===== config.mk =====
export PLATFORM = sky130hd
export DESIGN_NAME = conv_row_sequencer
export DESIGN_NICKNAME = d
export VERILOG_FILES = /design/src/rtl/conv_seq_pkg.sv /design/src/rtl/conv_row_sequencer_line_buf3.sv /design/src/rtl/conv_row_sequencer.sv
export SDC_FILE = /design/constraint.sdc
export NUM_CORES = 1
export LEC_CHECK = 0
export BUFFER_PORTS_ARGS = -buffer_cell sky130_fd_sc_hd__buf_2
export CORE_AREA = 3 3 304 306
export DETAILED_ROUTE_END_ITERATION = 6
export DIE_AREA = 0 0 307 309
export GPL_TIMING_DRIVEN = 0
export PLACE_DENSITY = 0.54
export SYNTH_ARGS = -nofsm -noshare
export SYNTH_HDL_FRONTEND = slang
export SYNTH_SLANG_ARGS = --single-unit

===== constraint.sdc =====
create_clock -name clk -period 3.8 [get_ports clk]
set_clock_uncertainty 0.15 [all_clocks]
set_input_delay 0.76 -clock clk [delete_from_list [all_inputs] [get_ports clk]]
set_output_delay 0.76 -clock clk [all_outputs]
set_load 0.005 [all_outputs]

===== src/rtl/conv_seq_pkg.sv =====
// Shared types and helpers for the convolution row sequencer.
// CONV_SEQ_ZERO_PAD_EN selects the zero-padded frame (W windows) instead of
// the valid-only frame (W-2 windows).
package conv_seq_pkg;

  typedef enum logic [2:0] {
    IDLE    = 3'd0,
    FETCH   = 3'd1,
    CAPTURE = 3'd2,
    ISSUE   = 3'd3,
    WAIT    = 3'd4,
    DONE    = 3'd5
  } seq_state_t;

  // Cycles from a ROM address change until rom_data reflects it.
  localparam int ROM_LAT = 1;

  // Windows produced per frame for an image of height w.
  function automatic int num_windows(input int w, input bit pad);
    if (pad) begin
      return w;
    end else begin
      return w - 2;
    end
  endfunction

endpackage


===== src/rtl/conv_row_sequencer_line_buf3.sv =====
// Three-row line buffer. Newest row sits in the top slice of win, the oldest
// row in the bottom slice; each shift pushes the oldest row out.
module line_buf3 #(
  parameter int RW = 192
) (
  input  logic            clk,
  input  logic            rstn,
  input  logic            clr,
  input  logic            shift_en,
  input  logic            zero_in,
  input  logic [RW-1:0]   din,
  output logic [3*RW-1:0] win
);

  logic [RW-1:0] row_in;

  assign row_in = zero_in ? {RW{1'b0}} : din;

  // Row storage: synchronous reset/clear, shift new row in at the top.
  always_ff @(posedge clk) begin
    if (!rstn) begin
      win <= {(3*RW){1'b0}};
    end else if (clr) begin
      win <= {(3*RW){1'b0}};
    end else if (shift_en) begin
      win <= {row_in, win[3*RW-1:RW]};
    end else begin
      win <= win;
    end
  end

endmodule


===== src/rtl/conv_row_sequencer.sv =====
// Frame controller feeding one 3-row window per output row to the 3x3
// convolution engine. Rows come from a registered image ROM; each window is
// offered with valid/ready and the next row is fetched only after conv_done.
// Define CONV_SEQ_ZERO_PAD_EN to add an all-zero row above and below the
// image (W windows per frame instead of W-2).
module conv_row_sequencer
  import conv_seq_pkg::*;
#(
  parameter int W    = 24,
  parameter int AW   = 9,
  parameter int NIMG = 16
) (
  input  logic                     clk,
  input  logic                     rstn,
  input  logic                     start,
  input  logic [$clog2(NIMG)-1:0]  img_sel,
  output logic [AW-1:0]            rom_addr,
  input  logic [W*8-1:0]           rom_data,
  output logic [3*W*8-1:0]         win_o,
  output logic                     win_valid,
  input  logic                     win_ready,
  input  logic                     conv_done,
  output logic [$clog2(W)-1:0]     row_idx,
  output logic                     busy,
  output logic                     frame_done
);

  localparam int RW  = W * 8;
  localparam int IW  = $clog2(NIMG);
  localparam int RIW = $clog2(W);
`ifdef CONV_SEQ_ZERO_PAD_EN
  localparam bit PAD = 1'b1;
`else
  localparam bit PAD = 1'b0;
`endif
  localparam int NWIN = num_windows(W, PAD);
  localparam int CW   = $clog2(NWIN + 1);

  seq_state_t     state;
  logic [IW-1:0]  img_sel_q;
  logic [RIW-1:0] row_cnt;
  logic [CW-1:0]  win_cnt;
  logic [1:0]     prime_cnt;
  logic [1:0]     lat_cnt;
  logic           lb_clr;
  logic           lb_shift;
  logic           lb_zero;
`ifdef CONV_SEQ_ZERO_PAD_EN
  logic           rows_exh;
`endif

  // ROM word address of a given row of a given image.
  function automatic logic [AW-1:0] row_addr(input logic [IW-1:0] img,
                                             input logic [RIW-1:0] row);
    return AW'(img) * AW'(W) + AW'(row);
  endfunction

  // Line-buffer controls: clear on frame start, shift on every capture.
  // In padded mode the capture after the last image row injects zeros.
  assign lb_clr   = (state == IDLE) && start;
  assign lb_shift = (state == CAPTURE);
`ifdef CONV_SEQ_ZERO_PAD_EN
  assign lb_zero  = rows_exh;
`else
  assign lb_zero  = 1'b0;
`endif

  line_buf3 #(
    .RW (RW)
  ) u_line_buf (
    .clk      (clk),
    .rstn     (rstn),
    .clr      (lb_clr),
    .shift_en (lb_shift),
    .zero_in  (lb_zero),
    .din      (rom_data),
    .win      (win_o)
  );

  // Sequencer FSM with counters, address generation and registered outputs.
  always_ff @(posedge clk) begin
    if (!rstn) begin
      state      <= IDLE;
      img_sel_q  <= {IW{1'b0}};
      row_cnt    <= {RIW{1'b0}};
      win_cnt    <= {CW{1'b0}};
      prime_cnt  <= 2'd0;
      lat_cnt    <= 2'd0;
      rom_addr   <= {AW{1'b0}};
      win_valid  <= 1'b0;
      row_idx    <= {RIW{1'b0}};
      busy       <= 1'b0;
      frame_done <= 1'b0;
`ifdef CONV_SEQ_ZERO_PAD_EN
      rows_exh   <= 1'b0;
`endif
    end else begin
      case (state)
        IDLE: begin
          frame_done <= 1'b0;
          if (start) begin
            img_sel_q <= img_sel;
            row_cnt   <= {RIW{1'b0}};
            win_cnt   <= {CW{1'b0}};
            row_idx   <= {RIW{1'b0}};
            lat_cnt   <= 2'd0;
            // The cleared line buffer already holds the padded top row.
            prime_cnt <= PAD ? 2'd1 : 2'd0;
            rom_addr  <= row_addr(img_sel, {RIW{1'b0}});
            busy      <= 1'b1;
`ifdef CONV_SEQ_ZERO_PAD_EN
            rows_exh  <= 1'b0;
`endif
            state     <= FETCH;
          end else begin
            state <= IDLE;
          end
        end

        FETCH: begin
          if (lat_cnt == 2'(ROM_LAT - 1)) begin
            lat_cnt <= 2'd0;
            state   <= CAPTURE;
          end else begin
            lat_cnt <= lat_cnt + 2'd1;
            state   <= FETCH;
          end
        end

        CAPTURE: begin
          // Row counter stops at the last image row; no wrap into the next image.
          if (row_cnt == RIW'(W - 1)) begin
`ifdef CONV_SEQ_ZERO_PAD_EN
            rows_exh <= 1'b1;
`endif
            row_cnt  <= row_cnt;
          end else begin
            row_cnt  <= row_cnt + 1'b1;
            rom_addr <= row_addr(img_sel_q, row_cnt + 1'b1);
          end
          if (prime_cnt < 2'd2) begin
            prime_cnt <= prime_cnt + 2'd1;
            state     <= FETCH;
          end else begin
            win_valid <= 1'b1;
            state     <= ISSUE;
          end
        end

        ISSUE: begin
          if (win_ready) begin
            win_valid <= 1'b0;
            state     <= WAIT;
          end else begin
            state <= ISSUE;
          end
        end

        WAIT: begin
          if (conv_done) begin
            win_cnt <= win_cnt + 1'b1;
            row_idx <= row_idx + 1'b1;
            if (win_cnt + 1'b1 == CW'(NWIN)) begin
              frame_done <= 1'b1;
              state      <= DONE;
            end else begin
              state <= FETCH;
            end
          end else begin
            state <= WAIT;
          end
        end

        DONE: begin
          frame_done <= 1'b0;
          busy       <= 1'b0;
          state      <= IDLE;
        end

        default: begin
          win_valid  <= 1'b0;
          frame_done <= 1'b0;
          busy       <= 1'b0;
          state      <= IDLE;
        end
      endcase
    end
  end

endmodule


==> key figures <==
Place
  – Dpl cells: 4719
  – Port Buffers: 793
  – HPWL Detailed: 81200 µm
  – GP Congestion: 0.939
  – Placed standard-cell area: 27500 µm²

Yosys
  – Syn avg cell area: between 8 and 9 µm²
  – Synth Net Count: 2970
  – Cells after Synth: 2749
  – Mapped Area: ~22000 µm²
  – Ys async rst share: 0
  – Synth cell types: 55
  – Post-synth top flop: dfxtp_1
  – Number of synthesized flops with an enable pin: 0
  – Syn. warnings: 0
  – Sequential fraction of the synthesis area: 0.554
  – Synth Register Bits: slightly above 600

Worst setup path
  – Crit path buffers/inverters: 2
  – Crit path max-delay family: buffers and inverters
  – Slowest CP cell: clkbuf_1
  – Crit-path cells: nor3b_2 -> clkbuf_1 -> clkbuf_1 -> nand2_1 -> a21oi_1
  – Crit end category: register
  – Crit path launch type: register
  – Critical setup path kind: register to register
  – Arrival @ worst endpoint: 3.41 ns
  – Slowest stage delay, CP: 0.98 ns
  – CP max FO: 10
  – Most frequent CP cell: clkbuf_1
  – CP required: 4.21 ns

Clock tree
  – Clock sinks: 611
  – Clock root buffer: clkbuf_16
  – Clock-pin slew on the worst setup and hold paths: ~0.06 ns
  – Htree depth: 3
  – Post-CTS sizing: 0
  – CTS tree: done
  – CTS max path bufs: 3
  – Post-CTS Setup Bufs: 0
  – Worst skew pair latency: ~0.62 ns
  – Num CTS Buffers: 70
  – Hold Buf Count CTS: 0

STA
  – Worst-Margin Slew: approximately 1.3 ns
  – Fin crit period: 3.00 ns
  – Final setup vio count: 0
  – Max Transition Viols Final: 0
  – RSZ-0062 raised after global routing: false
  – Fin crit share: 0.790
  – Setup TNS: 0 ns
  – Slew HR: 0.137
  – Maximum clock frequency: roughly 330 MHz
  – Final hold vios: 0

Cells and area
  – Ratio of cells with drive above 1 in the final layout: 0.280
  – Post-layout net count: 3836
  – Post-route design area: ~30000 µm²
  – FILL cells: ~10000
  – Synth-to-layout area growth: 35.3%
  – Final Instance Count excl. Fillers: 4856

Power
  – Power Density: 487 nW/µm²
  – Cell leakage power: 12.3 nW
  – Peak supply drop: between 300 and 400 µV

Floorplanning
  – Boundary Pins: 794
  – Die area: 94900 µm²
  – Die X: just over 300 µm
  – Initial Utilization: 0.245
  – Die extent in y: 309 µm
  – Row count: 110
  – Core area: 89900 µm²

GRT
  – Initial antenna violation count: 18
  – Vias in the first global route: 20680
  – Grt ovf: 0
  – Largest net degree at the start of global routing: 13
  – GR Util All Layers: 0.208
  – First-pass GRT wire length: 146000 µm

Detailed routing
  – Initial DRC Count: 1364
  – Post-DR wirelength/cell: approximately 21 µm
  – Vias per cell: roughly 4.5
  – Drt drc: 0
  – Routed wire length: 104000 µm
  – Via Count: 22013
  – DRT antenna net count: 0
  – DR pass1 iterations: 5

Min path
  – Min-Delay Path Class: input pin to register

Flow run
  – Max-cap viol count: 0

Outcome
  – Status: completed
synth_stat cells (2+ instances only):
| library cell | count | area (µm²) |
|---|---|---|
| buf_8 | 9 | 135 |
| nor3_1 | 5 | 25.0 |
| nor3b_1 | 2 | 15.0 |
| a21oi_1 | 595 | 2980 |
| a31oi_1 | 2 | 12.5 |
| a311oi_1 | 2 | 17.5 |
| o21ai_0 | 9 | 45.0 |
| buf_4 | 7 | 52.6 |
| fa_1 | 3 | 60.1 |
| buf_6 | 34 | 383 |
| nand3_1 | 9 | 45.0 |
| nand2b_1 | 2 | 12.5 |
| nand3b_1 | 5 | 37.5 |
| a211oi_1 | 5 | 37.5 |
| a21oi_2 | 10 | 87.6 |
| ha_1 | 17 | 213 |
| clkbuf_1 | 99 | 372 |
| nand2_1 | 1173 | 4400 |
| o2111ai_1 | 2 | 17.5 |
| xnor2_1 | 5 | 43.8 |
| xor2_1 | 6 | 52.6 |
| a22oi_1 | 3 | 22.5 |
| inv_1 | 16 | 60.1 |
| buf_2 | 57 | 285 |
| dfxtp_1 | 611 | 12200 |
| and4b_1 | 2 | 20.0 |
| o211ai_1 | 2 | 15.0 |
| nor2_1 | 30 | 113 |
layer usage:
metal,wire length [µm],GRT usage
met3,9270,0.0652
met2,50100,0.359
met1,42000,0.250
met5,49,0
met4,2610,0.0586
worst paths after layout:
check | slack, ns | cells past startpoint | startpoint | end
setup / recovery | 0.80 | 5 | state[1] | u_line_buf.win[74]
hold / removal | 0.22 | 3 | rom_data[140] | u_line_buf.win[524]
setup reg to reg | 0.80 | 5 | state[1] | u_line_buf.win[74]
hold reg to reg | 0.28 | 2 | u_line_buf.win[304] | u_line_buf.win[112]
state kept, by name (all words and copies together) (netlist names):
name and count:
win_cnt 5, rom_addr 9, busy 1, u_line_buf.win 576
state 3, frame_done 1, row_idx 5, img_sel_q 4
prime_cnt 2, win_valid 1, lat_cnt 2, row_cnt 2
tightest hold or removal path: cells and delay by family:
| kind | cells | cell delay [ns] |
|---|---|---|
| compound gates | 1 | 0.05 |
| simple gates | 1 | 0.04 |
| buf+inv | 1 | 0.09 |
cell families (layout without fill, tap and decap cells):
| kind of cell | after synthesis | count (layout) | share of synthesized area |
|---|---|---|---|
| DFF | 611 | 611 | 0.554 |
| xor gates and xnor gates | 12 | 12 | 0.00539 |
| adders and majority gates | 20 | 20 | 0.0124 |
| other | 0 | 13 | 0 |
| buffers and inverters | 224 | 1142 | 0.0594 |
| AOI/OAI and AO/OA | 640 | 640 | 0.151 |
| and+or+nand+nor | 1242 | 1242 | 0.218 |
power breakdown:
group	total [mW]	internal, mW	switching (mW)
clock network	6.82	3.97	2.85
logic	1.17	0.349	0.823
registers	6.54	6.48	0.0644
metrics by stage:
| stage | hold WS (ns) | util | total power, mW | setup WS [ns] |
|---|---|---|---|---|
| global placement | 0.289 | 0.306 | 7.87 | 0.568 |
| finish | 0.220 | 0.332 | 14.5 | 0.796 |
| floorplan | 0.264 | - | 7.27 | 1.62 |
| CTS | 0.173 | 0.332 | 14.7 | 0.627 |
| global route | 0.188 | 0.332 | 15.1 | 0.564 |
| detailed placement | 0.288 | 0.306 | 7.88 | 0.636 |
final cells by class:
cell class / count / area (µm²) / area share
tap: 1176 / 1470 / 0.0493
timing repair buffer: 794 / 3980 / 0.133
clock inverter: 21 / 253 / 0.00847
antenna: 13 / 32.5 / 0.00109
inverter: 16 / 60.1 / 0.00201
multi-input combinational: 1914 / 8520 / 0.285
clock buffer: 103 / 2050 / 0.0686
buffer: 208 / 1250 / 0.0420
sequential: 611 / 12200 / 0.410
cells in the final DEF (no fill, tap or decap), types with 2 or more instances in the layout:
cell type  count
nand2_1     1173
buf_2        850
dfxtp_1      611
a21oi_1      595
clkbuf_1     115
clkbuf_16     72
buf_6         34
nor2_1        30
ha_1          17
inv_1         16
diode_2       13
clkbuf_8      13
clkinv_2      11
buf_8         10
a21oi_2       10
nand3_1        9
o21ai_0        9
buf_4          7
xor2_1         6
xnor2_1        5
a211oi_1       5
nor3_1         5
nand3b_1       5
a22oi_1        3
fa_1           3
bufinv_16      3
clkbuf_2       2
and4b_1        2
o211ai_1       2
a311oi_1       2
nor3b_1        2
o2111ai_1      2
nand2b_1       2
a31oi_1        2
clkinv_8       2
No activity file was read; power rests on OpenSTA's default activity.
